### config.mk
export PLATFORM = sky130hd
export DESIGN_NAME = lsu_axi_master_flat
export DESIGN_NICKNAME = d
export VERILOG_FILES = /design/src/rtl/lsu_pkg.sv /design/src/rtl/axi_intf.sv /design/src/rtl/lsu_align.sv /design/src/rtl/lsu_axi_master.sv /design/src/flat_wrapper.sv
export SDC_FILE = /design/constraint.sdc
export NUM_CORES = 1
export LEC_CHECK = 0
export BUFFER_PORTS_ARGS = -buffer_cell sky130_fd_sc_hd__clkbuf_2
export CAP_MARGIN = 20
export CORE_ASPECT_RATIO = 1.2
export CORE_MARGIN = 4
export CORE_UTILIZATION = 45
export DETAILED_ROUTE_END_ITERATION = 10
export HOLD_SLACK_MARGIN = 0.12
export PLACE_DENSITY = 0.74
export SLEW_MARGIN = 0
export SYNTH_ARGS = -nofsm -noshare
export SYNTH_HDL_FRONTEND = slang
export SYNTH_SLANG_ARGS = --single-unit
### constraint.sdc
create_clock -name aclk -period 10 [get_ports aclk]
set_clock_uncertainty 0.1 [all_clocks]
set_input_delay 2 -clock aclk [delete_from_list [all_inputs] [get_ports aclk]]
set_output_delay 2 -clock aclk [all_outputs]
set_load 0.05 [all_outputs]
### src/rtl/lsu_pkg.sv
// Shared types for the load/store unit: access sizes, AXI response codes, FSM states
// and the latched request record.
package lsu_pkg;
  typedef enum logic [1:0] {SZ_B = 2'b00, SZ_H = 2'b01, SZ_W = 2'b10} mem_size_e;

  localparam logic [1:0] AXI_RESP_OKAY = 2'b00;

  typedef enum logic [2:0] {IDLE, WR, WR_B, RD_A, RD_D, RESP} lsu_state_e;

  typedef struct packed {
    logic        we;
    logic [31:0] addr;
    logic [1:0]  size;
    logic        uns;
  } lsu_req_t;
endpackage

### src/rtl/axi_intf.sv
// Single-beat AXI-Lite bundle, 32-bit address and data, with master/slave views.
interface axi_intf (input logic aclk);
  logic [31:0] awaddr;
  logic        awvalid, awready;
  logic [31:0] wdata;
  logic [3:0]  wstrb;
  logic        wvalid, wready;
  logic [1:0]  bresp;
  logic        bvalid, bready;
  logic [31:0] araddr;
  logic        arvalid, arready;
  logic [31:0] rdata;
  logic [1:0]  rresp;
  logic        rvalid, rready;

  modport master (
    input  aclk,
    output awaddr, awvalid, wdata, wstrb, wvalid, bready, araddr, arvalid, rready,
    input  awready, wready, bresp, bvalid, arready, rdata, rresp, rvalid
  );

  modport slave (
    input  aclk,
    input  awaddr, awvalid, wdata, wstrb, wvalid, bready, araddr, arvalid, rready,
    output awready, wready, bresp, bvalid, arready, rdata, rresp, rvalid
  );
endinterface

### src/rtl/lsu_align.sv
// Combinational byte-lane steering: store replication + strobes + alignment check on the
// incoming request, and sign/zero extension of returned load data.
module lsu_align
  import lsu_pkg::*;
(
  input  logic [1:0]      st_off,
  input  logic [1:0]      st_size,
  input  logic [31:0]     st_data,
  output logic [3:0][7:0] st_lanes,
  output logic [3:0]      st_strb,
  output logic            misalign,
  input  logic [1:0]      ld_off,
  input  logic [1:0]      ld_size,
  input  logic            ld_uns,
  input  logic [31:0]     ld_rdata,
  output logic [31:0]     ld_data
);
  logic [31:0] ld_shift;

  for (genvar i = 0; i < 4; i++) begin : g_lane
    localparam logic [1:0] LANE = 2'(i);
    // Narrow stores replicate the datum across the word so every lane carries it.
    assign st_lanes[i] = (st_size == SZ_B) ? st_data[7:0] :
                         (st_size == SZ_H) ? st_data[8*(i%2) +: 8] :
                                             st_data[8*i +: 8];
    assign st_strb[i]  = (st_size == SZ_B) ? (st_off == LANE) :
                         (st_size == SZ_H) ? (st_off[1] == LANE[1]) :
                                             (st_size == SZ_W);
  end

  assign misalign = (st_size == 2'b11) ||
                    ((st_size == SZ_H) && st_off[0]) ||
                    ((st_size == SZ_W) && (st_off != 2'b00));

  assign ld_shift = ld_rdata >> {ld_off, 3'b000};

  always_comb begin
    ld_data = ld_shift;
    case (ld_size)
      SZ_B:    ld_data = {{24{~ld_uns & ld_shift[7]}}, ld_shift[7:0]};
      SZ_H:    ld_data = {{16{~ld_uns & ld_shift[15]}}, ld_shift[15:0]};
      default: ld_data = ld_shift;
    endcase
  end
endmodule

### src/rtl/lsu_axi_master.sv
// AXI-Lite initiator for single-beat core loads/stores; busy covers the whole transaction
// and done pulses once with err and the extended load result.
module lsu_axi_master
  import lsu_pkg::*;
#(
  parameter bit USE_BRESP = 1'b1
) (
  axi_intf.master     axi,
  input  logic        rst,
  input  logic        req_valid,
  output logic        req_ready,
  input  logic        req_we,
  input  logic [31:0] req_addr,
  input  logic [31:0] req_wdata,
  input  logic [1:0]  req_size,
  input  logic        req_unsigned,
  output logic        busy,
  output logic        done,
  output logic [31:0] rd_data,
  output logic        err
);
  logic clk;
  assign clk = axi.aclk;

  lsu_state_e  state_q, state_d;
  lsu_req_t    req_q, req_d;
  logic [31:0] wdata_q, wdata_d;
  logic [3:0]  wstrb_q, wstrb_d;
  logic        aw_ok_q, aw_ok_d, w_ok_q, w_ok_d;
  logic        err_q, err_d;
  logic [31:0] rd_data_q, rd_data_d;

  logic [3:0][7:0] st_lanes;
  logic [3:0]      st_strb;
  logic            misalign;
  logic [31:0]     ld_data;

  lsu_align u_align (
    .st_off   (req_addr[1:0]),
    .st_size  (req_size),
    .st_data  (req_wdata),
    .st_lanes (st_lanes),
    .st_strb  (st_strb),
    .misalign (misalign),
    .ld_off   (req_q.addr[1:0]),
    .ld_size  (req_q.size),
    .ld_uns   (req_q.uns),
    .ld_rdata (axi.rdata),
    .ld_data  (ld_data)
  );

  // Valids come straight from state so an async reset drops them in the same cycle.
  assign axi.awvalid = (state_q == WR) && !aw_ok_q;
  assign axi.wvalid  = (state_q == WR) && !w_ok_q;
  assign axi.bready  = (state_q == WR_B);
  assign axi.arvalid = (state_q == RD_A);
  assign axi.rready  = (state_q == RD_D);
  assign axi.awaddr  = req_q.addr;
  assign axi.araddr  = req_q.addr;
  assign axi.wdata   = wdata_q;
  assign axi.wstrb   = wstrb_q;

  assign req_ready = (state_q == IDLE);
  assign busy      = (state_q != IDLE);
  assign done      = (state_q == RESP);
  assign err       = done && err_q;
  assign rd_data   = rd_data_q;

  always_comb begin
    state_d   = state_q;
    req_d     = req_q;
    wdata_d   = wdata_q;
    wstrb_d   = wstrb_q;
    aw_ok_d   = aw_ok_q;
    w_ok_d    = w_ok_q;
    err_d     = err_q;
    rd_data_d = rd_data_q;
    case (state_q)
      IDLE: if (req_valid) begin
        req_d   = '{we: req_we, addr: req_addr, size: req_size, uns: req_unsigned};
        wdata_d = st_lanes;
        wstrb_d = st_strb;
        aw_ok_d = 1'b0;
        w_ok_d  = 1'b0;
        err_d   = misalign;
        if (misalign)    state_d = RESP;
        else if (req_we) state_d = WR;
        else             state_d = RD_A;
      end
      WR: begin
        aw_ok_d = aw_ok_q || (axi.awvalid && axi.awready);
        w_ok_d  = w_ok_q  || (axi.wvalid  && axi.wready);
        if (aw_ok_d && w_ok_d) begin
          if (USE_BRESP) state_d = WR_B;
          else           state_d = RESP;
        end
      end
      WR_B: if (axi.bvalid) begin
        err_d   = (axi.bresp != AXI_RESP_OKAY);
        state_d = RESP;
      end
      RD_A: if (axi.arready) state_d = RD_D;
      RD_D: if (axi.rvalid) begin
        rd_data_d = ld_data;
        err_d     = (axi.rresp != AXI_RESP_OKAY);
        state_d   = RESP;
      end
      RESP:    state_d = IDLE;
      default: state_d = IDLE;
    endcase
  end

  always_ff @(posedge clk or posedge rst) begin
    if (rst) begin
      state_q   <= IDLE;
      req_q     <= '0;
      wdata_q   <= '0;
      wstrb_q   <= '0;
      aw_ok_q   <= 1'b0;
      w_ok_q    <= 1'b0;
      err_q     <= 1'b0;
      rd_data_q <= '0;
    end else begin
      state_q   <= state_d;
      req_q     <= req_d;
      wdata_q   <= wdata_d;
      wstrb_q   <= wstrb_d;
      aw_ok_q   <= aw_ok_d;
      w_ok_q    <= w_ok_d;
      err_q     <= err_d;
      rd_data_q <= rd_data_d;
    end
  end
endmodule

### src/flat_wrapper.sv
// flat-port wrapper written by rule: the top's interface ports become plain ports
module lsu_axi_master_flat import lsu_pkg::*;
#(
  parameter bit USE_BRESP = 1'b1
)
  (rst, req_valid, req_ready, req_we, req_addr, req_wdata, req_size, req_unsigned, busy, done, rd_data, err, aclk, axi_awaddr, axi_awvalid, axi_wdata, axi_wstrb, axi_wvalid, axi_bready, axi_araddr, axi_arvalid, axi_rready, axi_awready, axi_wready, axi_bresp, axi_bvalid, axi_arready, axi_rdata, axi_rresp, axi_rvalid);
  axi_intf axi_i (.aclk(aclk));
  input  logic rst;
  input  logic req_valid;
  output logic req_ready;
  input  logic req_we;
  input  logic [31:0] req_addr;
  input  logic [31:0] req_wdata;
  input  logic [1:0] req_size;
  input  logic req_unsigned;
  output logic busy;
  output logic done;
  output logic [31:0] rd_data;
  output logic err;
  input wire logic aclk;
  output wire logic [$bits(axi_i.awaddr)-1:0] axi_awaddr;
  output wire logic [$bits(axi_i.awvalid)-1:0] axi_awvalid;
  output wire logic [$bits(axi_i.wdata)-1:0] axi_wdata;
  output wire logic [$bits(axi_i.wstrb)-1:0] axi_wstrb;
  output wire logic [$bits(axi_i.wvalid)-1:0] axi_wvalid;
  output wire logic [$bits(axi_i.bready)-1:0] axi_bready;
  output wire logic [$bits(axi_i.araddr)-1:0] axi_araddr;
  output wire logic [$bits(axi_i.arvalid)-1:0] axi_arvalid;
  output wire logic [$bits(axi_i.rready)-1:0] axi_rready;
  input wire logic [$bits(axi_i.awready)-1:0] axi_awready;
  input wire logic [$bits(axi_i.wready)-1:0] axi_wready;
  input wire logic [$bits(axi_i.bresp)-1:0] axi_bresp;
  input wire logic [$bits(axi_i.bvalid)-1:0] axi_bvalid;
  input wire logic [$bits(axi_i.arready)-1:0] axi_arready;
  input wire logic [$bits(axi_i.rdata)-1:0] axi_rdata;
  input wire logic [$bits(axi_i.rresp)-1:0] axi_rresp;
  input wire logic [$bits(axi_i.rvalid)-1:0] axi_rvalid;
  assign axi_awaddr = axi_i.awaddr;
  assign axi_awvalid = axi_i.awvalid;
  assign axi_wdata = axi_i.wdata;
  assign axi_wstrb = axi_i.wstrb;
  assign axi_wvalid = axi_i.wvalid;
  assign axi_bready = axi_i.bready;
  assign axi_araddr = axi_i.araddr;
  assign axi_arvalid = axi_i.arvalid;
  assign axi_rready = axi_i.rready;
  assign axi_i.awready = axi_awready;
  assign axi_i.wready = axi_wready;
  assign axi_i.bresp = axi_bresp;
  assign axi_i.bvalid = axi_bvalid;
  assign axi_i.arready = axi_arready;
  assign axi_i.rdata = axi_rdata;
  assign axi_i.rresp = axi_rresp;
  assign axi_i.rvalid = axi_rvalid;
  lsu_axi_master #(.USE_BRESP(USE_BRESP)) u_core (.axi(axi_i), .rst(rst), .req_valid(req_valid), .req_ready(req_ready), .req_we(req_we), .req_addr(req_addr), .req_wdata(req_wdata), .req_size(req_size), .req_unsigned(req_unsigned), .busy(busy), .done(done), .rd_data(rd_data), .err(err));
endmodule
After elaboration in Yosys (flattened, before gate mapping)
Index checks and enable logic that the tools add are counted.
{"block": "totals", "register_bits": 109, "latch_bits": 0, "ramBits": 0, "mem_bits_ro": 0, "input_bits": 112, "out_inout_bits": 141, "wordCells": 88, "memories": 0}
{"block": "classes", "n_addsub": 0, "n_mul": 0, "n_div": 0, "order_cmp": 0, "n_eq_ne": 17, "n_shift": 1, "muxes": 27, "n_bitwise": 4, "reduce_logical": 29}
{"operator": "$pmux W32 S2", "n": 1}
{"operator": "$mux W8", "n": 5}
{"operator": "$shr A32 B5 Y32", "n": 1}
{"operator": "$mux W3", "n": 6}
{"operator": "$pmux W3 S5", "n": 1}
{"operator": "$mux W1", "n": 10}
{"operator": "$eq A2 B2 Y1 const B", "n": 4}
{"operator": "$logic_and A1 B1 Y1", "n": 8}
{"operator": "$reduce_bool A2 Y1", "n": 4}
{"operator": "$eq A2 B1 Y1 const B", "n": 3}
{"operator": "$eq A3 B2 Y1 const B", "n": 2}
{"operator": "$eq A3 B3 Y1 const B", "n": 2}
{"operator": "$logic_not A2 Y1", "n": 3}
{"operator": "$ne A2 B1 Y1 const B", "n": 3}
{"operator": "$reduce_and A2 Y1", "n": 3}
{"operator": "$reduce_bool A3 Y1", "n": 2}
{"operator": "$reduce_and A5 Y1", "n": 1}
{"operator": "$logic_or A1 B1 Y1", "n": 4}
{"operator": "$ne A2 B2 Y1 const B", "n": 2}
{"operator": "$pmux W1 S2", "n": 2}
{"operator": "$reduce_and A4 Y1", "n": 1}
{"operator": "$eq A3 B1 Y1 const B", "n": 1}
{"operator": "$logic_not A3 Y1", "n": 1}
{"operator": "$pmux W1 S3", "n": 1}
{"operator": "4 further kinds", "n": 7}

Longest topological paths before layout
Gate-level depths: netlist of the first run.
{"block": "logic_depth", "depth_word": 7, "depth_mapped": 7}

Hierarchy
From an unflattened synthesis of the first run, not the netlist that was laid out.
{"block": "unflattened", "cells_unflattened": 513, "hier_area_um2": 6402.4}
{"module": "lsu_axi_master", "instances": 1, "cells_each": 341, "area_each_um2": 5137.4}
{"module": "lsu_align", "instances": 1, "cells_each": 172, "area_each_um2": 1265.0}

Least setup slack after synthesis of the first run
Ideal clock, no wire load.
{"block": "synth_path", "path_type": "flip-flop to output port", "startpoint": "register u_core.state_q[1]", "endpoint": "output busy", "t_arrival_ns": 2.275, "setup_slack_ns": 5.625, "stages_incl_launch_ff": 4, "n_path_buf": 1, "path_cell_list": "dfrtp_1 -> buf_2 -> nor3_1 -> inv_1"}
{"block": "synth_via", "elab_chain_cells": 1}
{"element": "start, declared", "line_no": "lsu_axi_master.sv:25", "source": "lsu_state_e state_q, state_d;"}
{"element": "start signal, assigned", "line_no": "lsu_axi_master.sv:124", "source": "state_q <= state_d;"}
{"element": "$reduce_bool A3 Y1", "line_no": "lsu_axi_master.sv:64", "source": "assign busy = (state_q != IDLE);"}
{"element": "end, declared", "line_no": "flat_wrapper.sv:16", "source": "output logic busy;"}
Every way passes these cells.

Worst setup path in the final report of the first run
{"block": "layout_path", "startpoint": "register u_core.state_q[0]", "endpoint": "output axi_wvalid"}
{"block": "layout_via", "elab_chain_cells": 2}
{"element": "$eq A3 B1 Y1", "line_no": "lsu_axi_master.sv:54", "source": "assign axi.wvalid = (state_q == WR) && !w_ok_q;"}
{"element": "$logic_and A1 B1 Y1", "line_no": "lsu_axi_master.sv:54"}
{"element": "end, declared", "line_no": "flat_wrapper.sv:25", "source": "output wire logic [$bits(axi_i.wvalid)-1:0] axi_wvalid;"}
Every way passes these cells.

==> results of run 1 <==
==> cell usage after synthesis (2+ instances only) <==
cell        n  area (µm²)
a21oi_1    33         165
o31ai_1     3        22.5
dfrtp_1   109        2730
o21bai_1    2        15.0
and3b_1     2        17.5
buf_4      65         488
inv_1       3        11.3
nand2_1   165         619
nor3_1      3        15.0
a211oi_1    7        52.6
mux2_2     10         113
o21ai_0    39         195
nor2b_1     9        56.3
buf_6       2        22.5
and2_1     20         125
buf_2      18        90.1
mux4_2      2        45.0
mux2i_1    41         410
o22ai_1     3        18.8
clkbuf_1   18        67.6
nor2_1     43         161
o22a_1     17         149
nand2b_1    4        25.0
==> cells by family after synthesis <==
family | after synthesis | share of synthesized area, %
buf+inv | 107 | 11.9
mux | 53 | 9.89
compound gates | 111 | 12.0
simple gates | 253 | 18.7
flops | 109 | 47.5
==> final cells by class <==
class                           instances  share of cell area [%]
Clock buffer                           10                    3.45
Clock inverter                          6                    1.36
Inverter                                3                   0.199
Multi-Input combinational cell        417                    33.8
Sequential cell                       109                    39.4
Tap cell                              161                    2.91
Timing Repair Buffer                  258                    18.9
==> how the worst max path moves through the flow <==
| stage | endpoint | from | slack (ps) |
|---|---|---|---|
| floorplan | u_core.aw_ok_q | rst | 5030 |
| global placement | u_core.axi.wdata[14] | req_size[1] | 6260 |
| detailed placement | u_core.axi.wdata[13] | req_size[1] | 6210 |
| CTS | axi_wvalid | u_core.state_q[0] | 5930 |
| global route | axi_wvalid | u_core.state_q[0] | 5840 |
| finish | axi_wvalid | u_core.state_q[0] | 5940 |
==> cells in the final DEF (no fill, tap or decap), drive strengths merged, types with 3 or more instances in the layout <==
master	netlist	routed
buf	86	6
nor2	43	43
mux2i	41	41
nor2b	9	9
and2	20	20
clkbuf	18	262
nand2b	4	4
nand2	165	165
dfrtp	109	109
a211oi	7	7
o31ai	3	3
mux2	10	10
inv	3	4
a21oi	34	34
nor3	3	3
o21ai	40	40
o22a	17	17
o22ai	4	4
==> worst max-delay path, stage by stage (launching register included) <==
cell	delay [ps]
dfrtp_1	680
or3b_2	510
nor2_1	130
clkbuf_2	290
==> per-stage QoR <==
step	instances	cell area, µm²
after floorplan	633	5750
after global placement	948	6590
after detailed placement	948	6590
after CTS	964	6920
after global routing	964	6920
final	964	6920
==> sequential cells by signal (all words and copies together), names as in the netlist <==
signal             flops
u_core.rd_data        32
u_core.err_q           1
u_core.axi.araddr     32
u_core.axi.wdata      32
u_core.state_q         3
u_core.w_ok_q          1
u_core.req_q           3
u_core.axi.wstrb       4
u_core.aw_ok_q         1
==> layer usage <==
layer  wire length (µm)  up-vias
li1                   -     2370
met1               6190     2249
met2               7630      164
met3               1070       17
met4                225        0
met5                  0        -
==> impl_metrics.env, run 1 <==
export IMPL_cts_root_buf="clkbuf_16"
export IMPL_vias_per_cell=4.98
export IMPL_die_h_um=132
export IMPL_clk_latency_ps=340
export IMPL_whs_ps=381
export IMPL_cts_htree_levels=3
export IMPL_end_kind="output port"
export IMPL_grt_busiest_layer="met2"
export IMPL_max_freq_mhz=246
export IMPL_synth_nets=745
export IMPL_regArea_mm2=0.00273
export IMPL_path_clk_slew_ps=70
export IMPL_layout_setup_ws_ps=5940
export IMPL_hpwlAfterDp_mm=11.2
export IMPL_netlist_cell_type_count=38
export IMPL_overflow=0
export IMPL_maxCapViolCount=0
export IMPL_drc_errors=0
export IMPL_dieWidth_um=111
export IMPL_setup_viol=0
export IMPL_min_delay_path_depth=2
export IMPL_port_buffers=252
export IMPL_worst_slew_pin_slew_ps=911
export IMPL_synth_edff_count=0
export IMPL_reg2reg_depth=5
export IMPL_rsz0062_at_grt="false"
export IMPL_nNetsFinal=910
export IMPL_post_cts_repair_setup_buffers=0
export IMPL_fin_crit_sh_pct=40.6
export IMPL_grt_pass1_wl_mm=24.5
export IMPL_cts_buffers=9
export IMPL_wl_mm=15.1
export IMPL_min_from="u_core.axi.wdata[0]"
export IMPL_post_drt_wl_per_cell_um=15.7
export IMPL_regToRegSetupSlack_ps=7740
export IMPL_r2r_start="u_core.state_q[0]"
export IMPL_grt_util_met3_pct=5.00
export IMPL_worst_setup_path_type="flop to output port"
export IMPL_start_util_pct=46.8
export IMPL_detail_route_first_pass_iterations=4
export IMPL_dr_total_vias=4800
export IMPL_synth_seq_cells=109
export IMPL_drtIter0Drc=220
export IMPL_hold_buffers=0
export IMPL_use_met1_pct=25.4
export IMPL_gp_congestion=0.836
export IMPL_pin_count=253
export IMPL_holdPathEnd="u_core.axi.wdata[0]"
export IMPL_pre_cts_ws_ps=6210
export IMPL_rows=44
export IMPL_layout_min_cycle_time_ps=4060
export IMPL_cp_data_required_time_ps=7900
export IMPL_drive_gt1_share_pct=36.6
export IMPL_maxSlewViolCount=0
export IMPL_area_growth_pct=20.4
export IMPL_finalSetupTns_ps=0
export IMPL_cts_tree="done"
export IMPL_fillCellCount=1180
export IMPL_grt_max_degree=99
export IMPL_syn_avg_cell_area_um2=9.08
export IMPL_multi_input_area_mm2=0.00234
export IMPL_use_met2_pct=34.8
export IMPL_cts_resized_gates=0
export IMPL_hold_violations=0
export IMPL_ys_seq_area_share_pct=47.5
export IMPL_synthesis_area_mm2=0.00575
export IMPL_crit_path_max_fanout=20
export IMPL_syn_inst=633
export IMPL_grtUsageTotal_pct=20.3
export IMPL_synth_warnings=0
export IMPL_hp_class="flop to flop"
export IMPL_start_kind="flop"
export IMPL_core_area_mm2=0.0123
export IMPL_grt_pass1_vias=4796
export IMPL_antenna_found_initial=0
export IMPL_postRouteAntennaNets=0
export IMPL_r2r_end="u_core.axi.wstrb[3]"
export IMPL_die_area_mm2=0.0146
export IMPL_slew_headroom_pct=39.2
export IMPL_cts_max_path_buffers=2
export IMPL_async_flop_share_pct=100
export IMPL_ys_flop_type="dfrtp_1"
export IMPL_cp_arrival_ps=1960
export IMPL_n_antenna_cell=0
export IMPL_cts_sinks=109
export IMPL_status="finished, final reports clean"
export IMPL_finalCoreUtilization_pct=56.4
Power of run 1 is not shown: default switching activity piles up to over one toggle a cycle in this logic, so the estimate is an artifact.
==> run 2, diff against run 1 <==
--- a/config.mk
+++ b/config.mk
@@ -5,14 +5,15 @@
 export SDC_FILE = /design/constraint.sdc
 export NUM_CORES = 1
 export LEC_CHECK = 0
+export ABC_AREA = 1
 export BUFFER_PORTS_ARGS = -buffer_cell sky130_fd_sc_hd__clkbuf_2
 export CAP_MARGIN = 20
 export CORE_ASPECT_RATIO = 1.2
 export CORE_MARGIN = 4
-export CORE_UTILIZATION = 45
+export CORE_UTILIZATION = 44
 export DETAILED_ROUTE_END_ITERATION = 10
 export HOLD_SLACK_MARGIN = 0.12
-export PLACE_DENSITY = 0.74
+export PLACE_DENSITY = 0.75
 export SLEW_MARGIN = 0
 export SYNTH_ARGS = -nofsm -noshare
 export SYNTH_HDL_FRONTEND = slang
==> constraint.sdc (replaced) <==
create_clock -name aclk -period 3.54 [get_ports aclk]
set_clock_uncertainty 0.1 [all_clocks]
set_input_delay 0.708 -clock aclk [delete_from_list [all_inputs] [get_ports aclk]]
set_output_delay 0.708 -clock aclk [all_outputs]
set_load 0.05 [all_outputs]
==> impl_metrics.env, run 2 <==
export IMPL_pin_count=253
export IMPL_hold_buffers=0
export IMPL_mostFrequentLayoutCells="nand2_1 (288), clkbuf_2 (252), dfrtp_1 (109)"
export IMPL_crit_path_top_delay_cell="dfrtp_1"
export IMPL_r2r_start="u_core.axi.araddr[0]"
export IMPL_synth_nets=877
export IMPL_crit_path_max_fanout=8
export IMPL_grtUsageTotal_pct=20.6
export IMPL_synth_area_leader_cell="dfrtp_1"
export IMPL_overflow=0
export IMPL_die_area_mm2=0.0155
export IMPL_grt_pass1_wl_mm=25.8
export IMPL_hp_class="flop to flop"
export IMPL_cp_arrival_ps=1680
export IMPL_critPathBufInv=2
export IMPL_pre_cts_ws_ps=1250
export IMPL_final_cells=1105
export IMPL_cts_tree="done"
export IMPL_area_growth_pct=18.9
export IMPL_dieWidth_um=114
export IMPL_cts_max_path_buffers=2
export IMPL_use_met1_pct=25.1
export IMPL_post_cts_repair_setup_buffers=0
export IMPL_grt_busiest_layer="met2"
export IMPL_drive_gt1_share_pct=31.9
export IMPL_synth_edff_count=0
export IMPL_fin_crit_sh_pct=70.3
export IMPL_fillCellCount=1337
export IMPL_max_freq_mhz=402
export IMPL_ys_seq_area_share_pct=45.8
export IMPL_wl_mm=16.2
export IMPL_holdPathEnd="u_core.axi.wdata[3]"
export IMPL_layout_setup_ws_ps=1050
export IMPL_nNetsFinal=1044
export IMPL_crit_path_max_incr_delay_ps=510
export IMPL_postRouteAntennaNets=0
export IMPL_synth_top_cells_by_count="nand2_1 (288), dfrtp_1 (109), buf_4 (68)"
export IMPL_synth_seq_cells=109
export IMPL_synth_warnings=0
export IMPL_start_util_pct=45.0
export IMPL_layout_min_cycle_time_ps=2490
export IMPL_finalSetupTns_ps=0
export IMPL_r2r_end="u_core.rd_data[31]"
export IMPL_async_flop_share_pct=100
export IMPL_yosysMostFrequentCell="nand2_1"
export IMPL_cts_resized_gates=0
export IMPL_die_h_um=135
export IMPL_cp_data_required_time_ps=2730
export IMPL_drc_errors=0
export IMPL_gp_congestion=0.878
export IMPL_setup_viol=0
export IMPL_post_drt_wl_per_cell_um=14.7
export IMPL_rows=46
export IMPL_hpwlAfterDp_mm=12.1
export IMPL_min_delay_path_depth=2
export IMPL_core_area_mm2=0.0132
export IMPL_grt_util_met3_pct=5.18
export IMPL_maxCapViolCount=0
export IMPL_worst_setup_path_type="flop to output port"
export IMPL_cts_sinks=109
export IMPL_whs_ps=378
export IMPL_detail_route_first_pass_iterations=4
export IMPL_cts_buffers=9
export IMPL_end_kind="output port"
export IMPL_drtIter0Drc=392
export IMPL_min_from="u_core.axi.wdata[3]"
export IMPL_worst_slew_pin_slew_ps=848
export IMPL_synth_area_leaders="dfrtp_1 (46%), nand2_1 (18%), buf_4 (8.6%)"
export IMPL_cts_root_buf="clkbuf_16"
export IMPL_antenna_found_initial=0
export IMPL_place_inst=1089
export IMPL_reg2reg_depth=8
export IMPL_synthesis_area_mm2=0.00596
export IMPL_cts_htree_levels=3
export IMPL_netlist_cell_type_count=30
export IMPL_crit_family="flip-flops"
export IMPL_grt_pass1_vias=5269
export IMPL_regToRegSetupSlack_ps=1220
export IMPL_final_common_cell="nand2_1"
export IMPL_path_clk_slew_ps=70
export IMPL_hold_violations=0
export IMPL_rsz0062_at_grt="false"
export IMPL_slew_headroom_pct=43.5
export IMPL_synth_top_area_share_pct=45.8
export IMPL_vias_per_cell=4.90
export IMPL_clk_latency_ps=340
export IMPL_port_buffers=252
export IMPL_n_antenna_cell=0
export IMPL_status="finished, final reports clean"
export IMPL_dr_total_vias=5419
export IMPL_grt_max_degree=110
export IMPL_ys_flop_type="dfrtp_1"
export IMPL_syn_inst=765
export IMPL_crit_chain="inv_1, nor3b_1, and2_1, clkbuf_2"
export IMPL_maxSlewViolCount=0
export IMPL_use_met2_pct=34.9
export IMPL_syn_avg_cell_area_um2=7.79
export IMPL_start_kind="flop"
-- run 2: cell types whose count changed after synthesis, sizes merged, moves of 21 or more --
| cell | change |
|---|---|
| or2 | +23 |
| inv | +51 |
| nand3 | +47 |
| mux2i | -41 |
| nand2 | +124 |
| o211ai | +21 |
-- run 2: how the worst max path moves through the flow --
stage	startpoint	end	slack [ps]	cells past startpoint
4_1_cts	u_core.state_q[0]	err	1000	4
3_5_place_dp	u_core.axi.araddr[0]	u_core.rd_data[18]	1250	8
5_1_grt	u_core.state_q[0]	err	910	4
3_3_place_gp	u_core.axi.araddr[0]	u_core.rd_data[15]	1260	8
6_report	u_core.state_q[0]	err	1050	4
2_1_floorplan	u_core.state_q[0]	err	400	4
-- run 2: metal layers --
metal / vias to the layer above / share of wire (%)
li1: 2683 / -
met4: 0 / 2.4
met1: 2502 / 41
met2: 207 / 49
met5: - / 0
met3: 27 / 8.4
-- run 2: per-stage QoR --
stage / cell area [µm²] / util, %
global placement: 6780 / 51.2
finish: 7080 / 53.5
global route: 7080 / 53.5
floorplan: 5960 / -
CTS: 7080 / 53.5
detailed placement: 6780 / 51.2
-- run 2: cell type report --
class                   instances  area, µm²  area share (%)
multi-input cells             500       2310            32.7
clock inverters                 7       80.1            1.13
clock buffers                   9        225            3.18
inverters                      54        206            2.92
flip-flops and latches        109       2730            38.5
well taps                     168        210            2.97
repair buffers                258       1320            18.6
-- run 2: tightest hold or removal path, delay by kind of cell, from the launching register on --
kind / cells / cell delay, ps
AND/OR/NAND/NOR: 2 / 110
flip-flops: 1 / 340
-- run 2: cells by family (layout without fill, tap and decap cells) --
kind of cell / count (synthesis) / count (layout) / share of synthesized area (%)
simple gates: 408 / 408 / 29.1
buf+inv: 156 / 328 / 15.4
flops: 109 / 109 / 45.8
compound gates: 92 / 92 / 9.70
Power of run 2 is left out for the same reason.
